`src/rtl/accel_poll_sequencer.sv`:
```
// Sequencer ahead of the I2C controller: configures the accelerometer with two writes, then
// polls its six data registers once per tick and publishes coherent X/Y/Z samples.
module accel_poll_sequencer #(
  parameter int         SYS_CLK_SPEED  = 50000000,
  parameter int         SAMPLE_RATE_HZ = 100,
  parameter logic [6:0] ACCEL_ADDR     = 7'h1D,
  parameter int         TIMEOUT_CYCLES = 1000000
) (
  input  logic        clk,
  input  logic        rst,
  input  logic        enable,
  output logic [6:0]  i2c_dev_addr,
  output logic [7:0]  i2c_reg_addr,
  output logic        i2c_r_w,
  output logic [7:0]  i2c_write_data,
  output logic        i2c_start,
  input  logic [7:0]  i2c_read_data,
  input  logic        i2c_finished,
  input  logic        i2c_ready,
  output logic [15:0] accel_x,
  output logic [15:0] accel_y,
  output logic [15:0] accel_z,
  output logic        sample_valid,
  output logic        sample_overrun,
  output logic        init_done,
  output logic        seq_error
);
  localparam int TICK_CNT = SYS_CLK_SPEED / SAMPLE_RATE_HZ;
  localparam int TW = $clog2(TICK_CNT + 1);
  localparam int OW = $clog2(TIMEOUT_CYCLES + 1);

  typedef enum logic [2:0] {
    INIT_ISSUE, INIT_WAIT, IDLE, RD_ISSUE, RD_WAIT, PUBLISH, ERROR
  } state_t;

  state_t        state_q;
  logic [2:0]    idx_q;
  logic          fin_q;
  logic [TW-1:0] tick_q;
  logic [OW-1:0] tmo_q;
  logic [7:0]    sh_q [6];
  logic          done, tick, tmo_hit, issue_ok;

  assign i2c_dev_addr = ACCEL_ADDR;
  // Only a fresh rising edge of finished counts; a level left high from before is ignored.
  assign done     = i2c_finished & ~fin_q;
  assign tick     = init_done && (tick_q == TW'(TICK_CNT - 1));
  assign tmo_hit  = (tmo_q == OW'(TIMEOUT_CYCLES - 1));
  assign issue_ok = enable && i2c_ready;

  always_ff @(posedge clk) begin
    if (rst) begin
      state_q        <= INIT_ISSUE;
      idx_q          <= '0;
      fin_q          <= 1'b0;
      tick_q         <= '0;
      tmo_q          <= '0;
      i2c_reg_addr   <= '0;
      i2c_r_w        <= 1'b0;
      i2c_write_data <= '0;
      i2c_start      <= 1'b0;
      accel_x        <= '0;
      accel_y        <= '0;
      accel_z        <= '0;
      sample_valid   <= 1'b0;
      sample_overrun <= 1'b0;
      init_done      <= 1'b0;
      seq_error      <= 1'b0;
      for (int i = 0; i < 6; i++) sh_q[i] <= '0;
    end else begin
      fin_q          <= i2c_finished;
      i2c_start      <= 1'b0;
      sample_valid   <= 1'b0;
      sample_overrun <= 1'b0;
      if (init_done) tick_q <= tick ? '0 : tick_q + 1'b1;
      if (tick && state_q != IDLE && state_q != ERROR) sample_overrun <= 1'b1;
      case (state_q)
        INIT_ISSUE: if (issue_ok) begin
          i2c_start      <= 1'b1;
          i2c_r_w        <= 1'b0;
          i2c_reg_addr   <= idx_q[0] ? 8'h2D : 8'h31;
          i2c_write_data <= idx_q[0] ? 8'h08 : 8'h0B;
          tmo_q          <= '0;
          state_q        <= INIT_WAIT;
        end
        INIT_WAIT: begin
          if (done) begin
            if (idx_q[0]) begin
              init_done <= 1'b1;
              tick_q    <= '0;
              idx_q     <= '0;
              state_q   <= IDLE;
            end else begin
              idx_q   <= 3'd1;
              state_q <= INIT_ISSUE;
            end
          end else if (tmo_hit) begin
            seq_error <= 1'b1;
            state_q   <= ERROR;
          end else begin
            tmo_q <= tmo_q + 1'b1;
          end
        end
        IDLE: if (tick && enable) begin
          idx_q   <= '0;
          state_q <= RD_ISSUE;
        end
        // Parks here while enable is low; shadow bytes already read are kept.
        RD_ISSUE: if (issue_ok) begin
          i2c_start      <= 1'b1;
          i2c_r_w        <= 1'b1;
          i2c_reg_addr   <= 8'h32 + {5'd0, idx_q};
          i2c_write_data <= '0;
          tmo_q          <= '0;
          state_q        <= RD_WAIT;
        end
        RD_WAIT: begin
          if (done) begin
            sh_q[idx_q] <= i2c_read_data;
            if (idx_q == 3'd5) begin
              state_q <= PUBLISH;
            end else begin
              idx_q   <= idx_q + 1'b1;
              state_q <= RD_ISSUE;
            end
          end else if (tmo_hit) begin
            seq_error <= 1'b1;
            state_q   <= ERROR;
          end else begin
            tmo_q <= tmo_q + 1'b1;
          end
        end
        PUBLISH: begin
          accel_x      <= {sh_q[1], sh_q[0]};
          accel_y      <= {sh_q[3], sh_q[2]};
          accel_z      <= {sh_q[5], sh_q[4]};
          sample_valid <= 1'b1;
          state_q      <= IDLE;
        end
        ERROR: ;
        default: state_q <= ERROR;
      endcase
    end
  end
endmodule

```
`config.mk`:
```
export PLATFORM = sky130hd
export DESIGN_NAME = accel_poll_sequencer
export DESIGN_NICKNAME = d
export VERILOG_FILES = /design/src/rtl/accel_poll_sequencer.sv
export SDC_FILE = /design/constraint.sdc
export NUM_CORES = 1
export LEC_CHECK = 0
export BUFFER_PORTS_ARGS = -buffer_cell sky130_fd_sc_hd__buf_4
export CORE_ASPECT_RATIO = 1.1
export CORE_UTILIZATION = 55
export DETAILED_ROUTE_END_ITERATION = 10
export PLACE_DENSITY = 0.88
export SLEW_MARGIN = 20
export SYNTH_ARGS = -nofsm -noshare
export SYNTH_HDL_FRONTEND = slang
export SYNTH_SLANG_ARGS = --single-unit
```
`constraint.sdc`:
```
create_clock -name clk -period 3.3 [get_ports clk]
set_input_delay 0.495 -clock clk [delete_from_list [all_inputs] [get_ports clk]]
set_output_delay 0.495 -clock clk [all_outputs]
set_load 0.1 [all_outputs]
```
==> out/metrics.yaml, run 1 <==
outcome:
  status: "complete, no violations"
place:
  place_hpwl_um: 9890
  dp_cells: 895
  port_buffers: 75
  gp_congestion: 0.899
floorplan:
  die-area_um2: 12100
  rows: 41
  coreArea_um2: 11400
  die_h_um: 115
  die_w_um: 105
  initial_core_util_pct: 56.2
  ios: 90
power:
  peakVddDrop_uv: 344
  p_clk_share_pct: 44.9
  power.density_nw_per_um2: 561
  combPwrFrac_pct: 7.5
  swShare_pct: 25.2
  seqPwrFrac_pct: 47.6
  p_sw_mw: 1.08
  internal_power_mw: 3.19
  power.leakage_nw: 2.86
grt:
  grt_usage_pct: 24.5
  grt_overflow: 0
  grt_max_degree: 50
  grt_pass1_wl_um: 23200
  grt_pass1_vias: 4996
  antenna_found_initial: 0
worst_setup_path:
  r2r_end: "sh_q[0][6]$_SDFFCE_PN0P_"
  crit_top_cell: "nand2_1"
  critical_path.slowest_cell: "dfxtp_1"
  max_stage_delay_ps: 660
  path_cells: "nand3b_1 > nor3_2 > nor3b_1 > nand2_1 > nand2_1"
  start_kind: "register"
  cp.arrival_ps: 2940
  reg2reg_from: "state_q[2]$_SDFFE_PP0P_"
  crit_buf_inv: 0
  rrSetupSlack_ps: 450
  crit_fanout: 17
  ff2ff_path_depth: 5
  crit_type: "register to register"
  crit_family: "simple AND/OR/NAND/NOR gates"
  worstSetupStartpoint: "state_q[2]$_SDFFE_PP0P_"
  required_ps: 3390
  path_depth: 5
  end_kind: "register"
route:
  wl_um: 14300
  drc_errors: 0
  wire_per_inst_um: 15.4
  drt_pass1_iterations: 7
  drt_iter0_markers: 415
  vias: 5196
  vias_per_cell: 5.61
  ant_nets: 0
synthesis:
  synth_area_um2: 6430
  synth_top_family_by_area: "simple AND/OR/NAND/NOR gates"
  synthSimpleGateAreaFrac_pct: 25.3
  synth_top_area_share_pct: 33.6
  synth_compound_area_share_pct: 10.3
  synth_ff_type: "dfxtp_1"
  yosys-top-cells-area: "dfxtp_1 (34%), edfxtp_1 (22%), nand2_1 (8.6%)"
  yosys.cell_types.count: 62
  synthMuxAreaShare_pct: 0.311
  synth-edff-count: 48
  synth_cells: 698
  yosys_warnings: 0
  ys_ff_latch: 156
  syn_area_per_cell_um2: 9.22
  synth_top_cell_by_area: "dfxtp_1"
  async_reset_ff_share_pct: 0
  yosysSeqAreaShare_pct: 56.0
  synth_fa_ha_area_share_pct: 0.973
  synth_xor_area_share_pct: 2.18
layout:
  multiInputGateArea_um2: 2570
  seq_area_um2: 3600
  antenna_cells: 0
  drive_above_1_share_pct: 16.5
  final.fill_count: 868
  stdcell_count: 926
  syn2layout_area_growth_pct: 18.3
  nets: 782
sta:
  slew_headroom_pct: 56.5
  worstMarginPinSlew_ps: 649
  hold_viol: 0
  tns_ps: 0
  layout_min_cycle_time_ps: 2850
  skew_ps: 8.48
  finalCritPeriodShare_pct: 86.3
  setup_viol: 0
  rsz0062_at_grt: "false"
  slew_violations: 0
  fmax_ghz: 0.351
clock_tree:
  cts_resized: 0
  cts_buffers: 17
  cts_sinks: 156
  hold_buffers: 0
  cts_buffer_depth: 2
  clkSlewWorstSetupHoldPaths_ps: 60
  clkLatencyLatePin_ps: 430
  cts_tree: "done"
  cts_setup_buffers: 0
  root_buffer: "clkbuf_16"
  htree_num_levels: 4
run:
  drv_cap: 0
hold_path:
  min_from: "i2c_finished"
  hold_path_end: "fin_q$_SDFF_PP0_"
  hp-class: "primary input to register"
  holdPathStages: 2
## synthesized netlist by cell type, types with 6 or more instances
library cell	number
dfxtp_1	108
buf_4	16
xor2_1	9
nor2_1	81
nand3_1	17
and2_1	14
nand2_1	147
or3_1	6
or4_1	9
buf_2	9
nor3_1	11
clkbuf_1	21
o21ai_0	9
inv_1	13
a21oi_1	73
nor2b_1	10
edfxtp_1	48
xnor2_1	7
nand4_1	8
## worst reg2reg max path: cells and delay by family, from the launching register on
family | cells | cell delay [ps]
flip-flops | 1 | 660
AND/OR/NAND/NOR | 5 | 1860
## placed cells by master, fill, tap and decap left out, drive strengths merged, types with 5 or more instances in the layout
| master | instances |
|---|---|
| dfxtp | 108 |
| nand2 | 148 |
| edfxtp | 48 |
| nor3 | 12 |
| xor2 | 9 |
| conb | 14 |
| nor2b | 10 |
| or4 | 10 |
| nor3b | 5 |
| o211ai | 5 |
| o21ai | 11 |
| nor2 | 81 |
| nand3 | 17 |
| or3 | 7 |
| clkbuf | 20 |
| and4 | 5 |
| buf | 82 |
| clkinv | 7 |
| a21oi | 74 |
| xnor2 | 7 |
| inv | 16 |
| and2 | 14 |
| a31oi | 6 |
| nor4 | 5 |
| nand4 | 8 |
| ha | 5 |
## layout make-up
class / count / share of cell area [%]
timing repair buffer: 82 / 8.09
tap: 150 / 2.47
inverter: 14 / 0.691
multi-input combinational: 493 / 33.7
clock inverter: 11 / 1.40
sequential: 156 / 47.4
clock buffer: 20 / 6.28
## how the worst max path moves through the flow
stage / end / slack [ps]
after detailed placement: sh_q[2][1]$_SDFFCE_PN0P_ / 610
final: sh_q[0][6]$_SDFFCE_PN0P_ / 450
after CTS: sh_q[0][6]$_SDFFCE_PN0P_ / 570
after global placement: sh_q[2][0]$_SDFFCE_PN0P_ / 730
after global routing: sh_q[0][2]$_SDFFCE_PN0P_ / 260
after floorplan: tick_q[11]$_SDFF_PP0_ / 710
## state kept, by name, summed over array words and instances, names as in the netlist, 2 cells and up
signal and cells:
sh_q 48, i2c_write_data 2, accel_z 16, i2c_reg_addr 6
tmo_q 20, accel_x 16, idx_q 3, state_q 3
tick_q 19, accel_y 16
## routing by layer
layer  global-route usage, %  up-vias  share of wire [%]
met5                       0        -                  0
met4                    10.6        0                2.0
met3                    6.30       29                5.9
met2                    43.4      198                 51
met1                    28.4     2470                 41
li1                        -     2499                  -
## cells by family after synthesis
group,after synthesis
muxes,2
AOI/OAI and AO/OA,114
and+or+nand+nor,342
other,2
buffers and inverters,61
xor gates and xnor gates,16
DFF,156
adders and majority gates,5
## power groups by stage
stage / logic [mW] / clock network, mW / registers (mW)
CTS: 0.316 / 1.92 / 2.03
detailed placement: 0.315 / 0 / 2.07
floorplan: 0.204 / 0 / 2.13
finish: 0.319 / 1.92 / 2.03
global route: 0.337 / 2.01 / 2.03
global placement: 0.311 / 0 / 2.07
## per-stage QoR
step | cell area, um2 | util, % | worst slack [ps] | hold slack, ps | power (mW)
2_1_floorplan | 6480 | - | 707 | 439 | 2.34
6_report | 7610 | 66.5 | 452 | 330 | 4.27
3_3_place_gp | 7030 | 61.4 | 734 | 444 | 2.38
5_1_grt | 7610 | 66.5 | 259 | 345 | 4.38
4_1_cts | 7610 | 66.5 | 572 | 321 | 4.27
3_5_place_dp | 7030 | 61.4 | 612 | 449 | 2.39
(Power assumes the default switching activity.)
==> run 2, diff against run 1 <==
--- a/config.mk
+++ b/config.mk
@@ -5,10 +5,11 @@
 export SDC_FILE = /design/constraint.sdc
 export NUM_CORES = 1
 export LEC_CHECK = 0
-export BUFFER_PORTS_ARGS = -buffer_cell sky130_fd_sc_hd__buf_4
+export BUFFER_PORTS_ARGS = -buffer_cell sky130_fd_sc_hd__clkbuf_2
 export CORE_ASPECT_RATIO = 1.1
 export CORE_UTILIZATION = 55
 export DETAILED_ROUTE_END_ITERATION = 10
+export GPL_ROUTABILITY_DRIVEN = 0
 export PLACE_DENSITY = 0.88
 export SLEW_MARGIN = 20
 export SYNTH_ARGS = -nofsm -noshare
==> run 2 against run 1 <==
Effect of this change: sequential cell count is the same; sequential power about the same; clock-buffer cell count down 1; combinational power is 3% lower; worst hold slack got worse by 3.4 ps; global-route usage shrank 0.25 points; non-clock buffer count up 1; fmax up 3.9%; cell area down 1.7%; total power up 3.5%; worst setup slack gained 110 ps; largest cell class unchanged.
==> out/metrics.yaml, run 2 (synthesized netlist as in run 1, its figures left out) <==
outcome:
  status: "complete, no violations"  # unchanged
clock_tree:
  cts_resized: 0  # unchanged
  htree_num_levels: 4  # unchanged
  root_buffer: "clkbuf_16"  # unchanged
  clkSlewWorstSetupHoldPaths_ps: 70  # was 60 ps
  cts_sinks: 156  # unchanged
  cts_tree: "done"  # unchanged
  clkLatencyLatePin_ps: 420  # was 430 ps
  cts_buffer_depth: 2  # unchanged
  cts_buffers: 17  # unchanged
  cts_setup_buffers: 0  # unchanged
  hold_buffers: 0  # unchanged
worst_setup_path:
  end_kind: "register"  # unchanged
  crit_type: "register to register"  # unchanged
  cp.arrival_ps: 2850  # was 2940 ps
  reg2reg_from: "state_q[2]$_SDFFE_PP0P_"  # unchanged
  critical_path.slowest_cell: "dfxtp_1"  # unchanged
  crit_buf_inv: 0  # unchanged
  crit_family: "simple AND/OR/NAND/NOR gates"  # unchanged
  ff2ff_path_depth: 4  # was 5
  crit_fanout: 17  # unchanged
  start_kind: "register"  # unchanged
  max_stage_delay_ps: 670  # was 660 ps
  required_ps: 3410  # was 3390 ps
  r2r_end: "sh_q[4][1]$_SDFFCE_PN0P_"  # was sh_q[0][6]$_SDFFCE_PN0P_
  rrSetupSlack_ps: 560  # was 450 ps
  path_cells: "nand3b_1 > nor3_2 > nor4b_2 > or2_2"  # was nand3b_1 > nor3_2 > nor3b_1 > nand2_1 > nand2_1
floorplan:
  die_h_um: 115  # unchanged
  ios: 90  # unchanged
  die_w_um: 105  # unchanged
  die-area_um2: 12100  # unchanged
  coreArea_um2: 11400  # unchanged
  rows: 41  # unchanged
  initial_core_util_pct: 56.2  # unchanged
grt:
  grt_pass1_vias: 4760  # was 4,996
  grt_max_degree: 50  # unchanged
  grt_pass1_wl_um: 23000  # was 23,200 um
  antenna_found_initial: 0  # unchanged
  grt_overflow: 0  # unchanged
  grt_usage_pct: 24.3  # was 24.5%
power:
  power.leakage_nw: 2.83  # was 2.86 nW
  peakVddDrop_uv: 361  # was 344 uV
  power.density_nw_per_um2: 590  # was 561 nW/um2
hold_path:
  holdPathStages: 2  # unchanged
  hp-class: "primary input to register"  # unchanged
  hold_path_end: "fin_q$_SDFF_PP0_"  # unchanged
  min_from: "i2c_finished"  # unchanged
layout:
  syn2layout_area_growth_pct: 16.3  # was 18.3%
  layout_commonest_cell: "nand2_1"  # unchanged
  top_register: "sh_q"  # unchanged
  final.fill_count: 880  # was 868
  drive_above_1_share_pct: 16.7  # was 16.5%
  nets: 783  # was 782
  final_cell_mix: "nand2_1 (147), dfxtp_1 (108), nor2_1 (81)"  # was nand2_1 (147), dfxtp_1 (108), buf_4 (82)
  stdcell_count: 928  # was 926
  largest_reg_flops: 48  # unchanged
  antenna_cells: 0  # unchanged
  top_regs: "sh_q (48), tmo_q (20), tick_q (19)"  # unchanged
  stdcell_area_um2: 7480  # was 7610 um2
sta:
  fmax_ghz: 0.365  # was 0.351 GHz
  slew_violations: 0  # unchanged
  hold_viol: 0  # unchanged
  tns_ps: 0  # unchanged
  skew_ps: 9.84  # was 8.48 ps
  setup_viol: 0  # unchanged
  finalCritPeriodShare_pct: 83.1  # was 86.3%
  rsz0062_at_grt: "false"  # unchanged
  slew_headroom_pct: 56.3  # was 56.5%
  layout_min_cycle_time_ps: 2740  # was 2850 ps
  worstMarginPinSlew_ps: 654  # was 649 ps
place:
  placed_area_um2: 6850  # was 7030 um2
  dp_cells: 896  # was 895
  place_hpwl_um: 9350  # was 9890 um
  port_buffers: 75  # unchanged
route:
  drt_pass1_iterations: 5  # was 7
  wl_um: 14200  # was 14,300 um
  highest_layer: "met4"  # unchanged
  ant_nets: 0  # unchanged
  drc_errors: 0  # unchanged
  wire_per_inst_um: 15.3  # was 15.4 um
  wl_met3_um: 765  # was 834 um
  drt_iter0_markers: 454  # was 415
  wl_met1_um: 5960  # was 5870 um
  vias_per_cell: 5.60  # was 5.61
  vias: 5193  # was 5,196
  wl_met2_um: 7160  # was 7270 um
run:
  drv_cap: 0  # unchanged
run 2: per-layer routing:
layer | GRT usage, % | vias to the layer above
met5 | 0 | -
met4 | 10.6 | 0
met3 | 4.84 | 27
met2 | 42.7 | 198
met1 | 29.2 | 2458
li1 | - | 2510
run 2: cell type report:
class	instances	area [um2]	area share, %
sequential	156	3600	48.2
timing repair buffer	83	435	5.82
clock buffer	19	475	6.36
tap	150	188	2.51
clock inverter	13	160	2.14
multi-input combinational	493	2570	34.3
inverter	14	52.6	0.702
run 2: how the worst max path moves through the flow:
stage                             from                  endpoint  slack (ps)  depth (start not counted)
6_report       state_q[2]$_SDFFE_PP0P_  sh_q[4][1]$_SDFFCE_PN0P_         560                          4
5_1_grt        state_q[2]$_SDFFE_PP0P_  sh_q[2][3]$_SDFFCE_PN0P_         300                          5
4_1_cts        state_q[2]$_SDFFE_PP0P_  sh_q[4][1]$_SDFFCE_PN0P_         620                          4
3_5_place_dp   state_q[2]$_SDFFE_PP0P_  sh_q[2][2]$_SDFFCE_PN0P_         730                          5
3_3_place_gp   state_q[2]$_SDFFE_PP0P_  sh_q[2][0]$_SDFFCE_PN0P_         820                          5
2_1_floorplan   init_done$_SDFFE_PP0P_     tick_q[11]$_SDFF_PP0_         710                          6
run 2: power breakdown:
part / internal, mW / switching (mW)
registers: 2.01 / 0.0226
clock network: 1.24 / 0.840
logic: 0.0490 / 0.262
total: 3.29 / 1.12
run 2: through the flow:
step	utilization, %	worst slack [ps]	total power, mW	hold WS (ps)
floorplan	-	707	2.34	439
global placement	59.8	820	2.37	442
detailed placement	59.8	733	2.38	450
CTS	65.4	624	4.42	320
global route	65.4	299	4.54	324
finish	65.4	558	4.42	327
run 2: worst reg2reg max path: cells and delay by family (launching register included):
| family | cells | cell delay, ps |
|---|---|---|
| AND/OR/NAND/NOR | 4 | 1770 |
| flip-flops | 1 | 670 |
==> run 3, diff against run 2 <==
==> constraint.sdc (replaced) <==
create_clock -name clk -period 2.8 [get_ports clk]
set_input_delay 0.42 -clock clk [delete_from_list [all_inputs] [get_ports clk]]
set_output_delay 0.42 -clock clk [all_outputs]
set_load 0.1 [all_outputs]
==> run 3 against run 2 <==
Effect of this change: critical path type unchanged; sequential power is 18% higher; cell count is 0.43% higher; sequential share of layout area is 0.30 points higher; core utilization is 0.38 points lower; highest routed layer unchanged; largest power group is now sequential cells; total power is 13% higher.
==> out/metrics.yaml, run 3 (synthesized netlist as in run 1, its figures left out) <==
sta:
  slew_headroom_pct: 49.8  # was 56.3%
  slew_violations: 0  # unchanged
  worstMarginPinSlew_ps: 753  # was 654 ps
  setup_viol: 0  # unchanged
  whs_ps: 252  # was 327 ps
  hold_viol: 0  # unchanged
  tns_ps: 0  # unchanged
  layout_min_cycle_time_ps: 2420  # was 2740 ps
  skew_ps: 10.0  # was 9.84 ps
  finalCritPeriodShare_pct: 86.4  # was 83.1%
  rsz0062_at_grt: "false"  # unchanged
  fmax_ghz: 0.414  # was 0.365 GHz
grt:
  grt_usage_pct: 24.7  # was 24.3%
  grt_pass1_wl_um: 23300  # was 23,000 um
  antenna_found_initial: 0  # unchanged
  grt_pass1_vias: 4831  # was 4,760
  grt_overflow: 0  # unchanged
  grt_max_degree: 71  # was 50
clock_tree:
  cts_sinks: 156  # unchanged
  cts_tree: "done"  # unchanged
  hold_buffers: 0  # unchanged
  root_buffer: "clkbuf_16"  # unchanged
  clkSlewWorstSetupHoldPaths_ps: 60  # was 70 ps
  htree_num_levels: 4  # unchanged
  cts_buffers: 17  # unchanged
  cts_buffer_depth: 2  # unchanged
  clkLatencyLatePin_ps: 430  # was 420 ps
floorplan:
  coreArea_um2: 11400  # unchanged
  die-area_um2: 12100  # unchanged
  ios: 90  # unchanged
  initial_core_util_pct: 56.2  # unchanged
  die_w_um: 105  # unchanged
  die_h_um: 115  # unchanged
  rows: 41  # unchanged
worst_setup_path:
  required_ps: 2890  # was 3410 ps
  cp.arrival_ps: 2510  # was 2850 ps
  crit_type: "register to register"  # unchanged
  end_kind: "register"  # unchanged
  crit_fanout: 10  # was 17
  start_kind: "register"  # unchanged
layout:
  syn2layout_area_growth_pct: 15.6  # was 16.3%
  largest_reg_flops: 48  # unchanged
  nets: 786  # was 783
  top_regs: "sh_q (48), tmo_q (20), tick_q (19)"  # unchanged
  seq_area_um2: 3600  # about the same
  multiInputGateArea_um2: 2570  # unchanged
  drive_above_1_share_pct: 16.8  # was 16.7%
  top_register: "sh_q"  # unchanged
  final.fill_count: 867  # was 880
  layout_commonest_cell: "nand2_1"  # unchanged
  final_cell_mix: "nand2_1 (147), dfxtp_1 (107), nor2_1 (81)"  # was nand2_1 (147), dfxtp_1 (108), nor2_1 (81)
  stdcell_count: 932  # was 928
route:
  vias_per_cell: 5.58  # was 5.60
  drt_iter0_markers: 396  # was 454
  vias: 5204  # was 5,193
  ant_nets: 0  # unchanged
  drt_pass1_iterations: 5  # unchanged
  wl_um: 14200  # about the same
  drc_errors: 0  # unchanged
  wire_per_inst_um: 15.2  # was 15.3 um
power:
  peakVddDrop_uv: 418  # was 361 uV
  power_mw: 4.97  # was 4.42 mW
  power.leakage_nw: 2.82  # was 2.83 nW
  power.density_nw_per_um2: 668  # was 590 nW/um2
place:
  dp_cells: 899  # was 896
  place_hpwl_um: 9370  # was 9350 um
  port_buffers: 75  # unchanged
outcome:
  status: "complete, no violations"  # unchanged
hold_path:
  hp-class: "primary input to register"  # unchanged
run:
  drv_cap: 0  # unchanged
run 3: changes by cell type in the layout (fill, tap and decap cells not counted), sizes merged:
cell and delta:
inv -4, buf +3, clkinv +3, clkbuf +2, bufinv -1, diode +1
run 3: power by group:
part	total (mW)	internal [mW]	leakage [nW]	switching [mW]
combinational	0.368	0.0596	1.17	0.309
clock	2.21	1.29	0.279	0.923
sequential	2.39	2.37	1.37	0.0262
run 3: routing by layer:
layer | wire length (um) | vias up | global-route usage, % | share of wire (%)
met5 | 0 | - | 0 | 0
met4 | 465 | 0 | 13.2 | 3.3
met3 | 872 | 42 | 6.58 | 6.2
met2 | 7110 | 211 | 43.0 | 50
met1 | 5700 | 2430 | 28.1 | 40
li1 | - | 2521 | - | -
run 3: per-stage QoR:
stage	cell area, um2	utilization, %	setup slack [ps]
after detailed placement	6870	60.0	470
after global routing	7430	65.0	161
after global placement	6870	60.0	528
final	7440	65.0	382
after CTS	7430	65.0	306
after floorplan	6480	-	207
run 3: cell type report:
class / count / area share, %
Timing Repair Buffer: 86 / 6.16
Antenna cell: 1 / 0.0336
Multi-Input combinational cell: 493 / 34.5
Clock inverter: 11 / 1.40
Tap cell: 150 / 2.52
Clock buffer: 21 / 6.21
Sequential cell: 156 / 48.5
Inverter: 14 / 0.707
run 3: worst paths after layout:
check,startpoint,end,slack [ps],cells past startpoint
setup reg to reg,state_q[1]$_SDFFE_PP0P_,sh_q[2][4]$_SDFFCE_PN0P_,380,6
setup / recovery,state_q[1]$_SDFFE_PP0P_,sh_q[2][4]$_SDFFCE_PN0P_,380,6
hold / removal,i2c_finished,fin_q$_SDFF_PP0_,250,2
hold reg to reg,accel_y[0]$_SDFFE_PP0P_,accel_y[0]$_SDFFE_PP0P_,450,2
run 3: timing repair:
action	CTS	global route
hold endpoints to repair	0	0
resized for setup	0	1
endpoints found under the setup margin	0	8
buffers inserted	0	0
run 3: worst max-delay path, stage by stage, from the launching register on:
cell	delay [ps]
dfxtp_1	390
inv_1	220
nand3b_1	270
nor3_2	240
nor3b_1	360
nand2_1	270
nand2_1	340
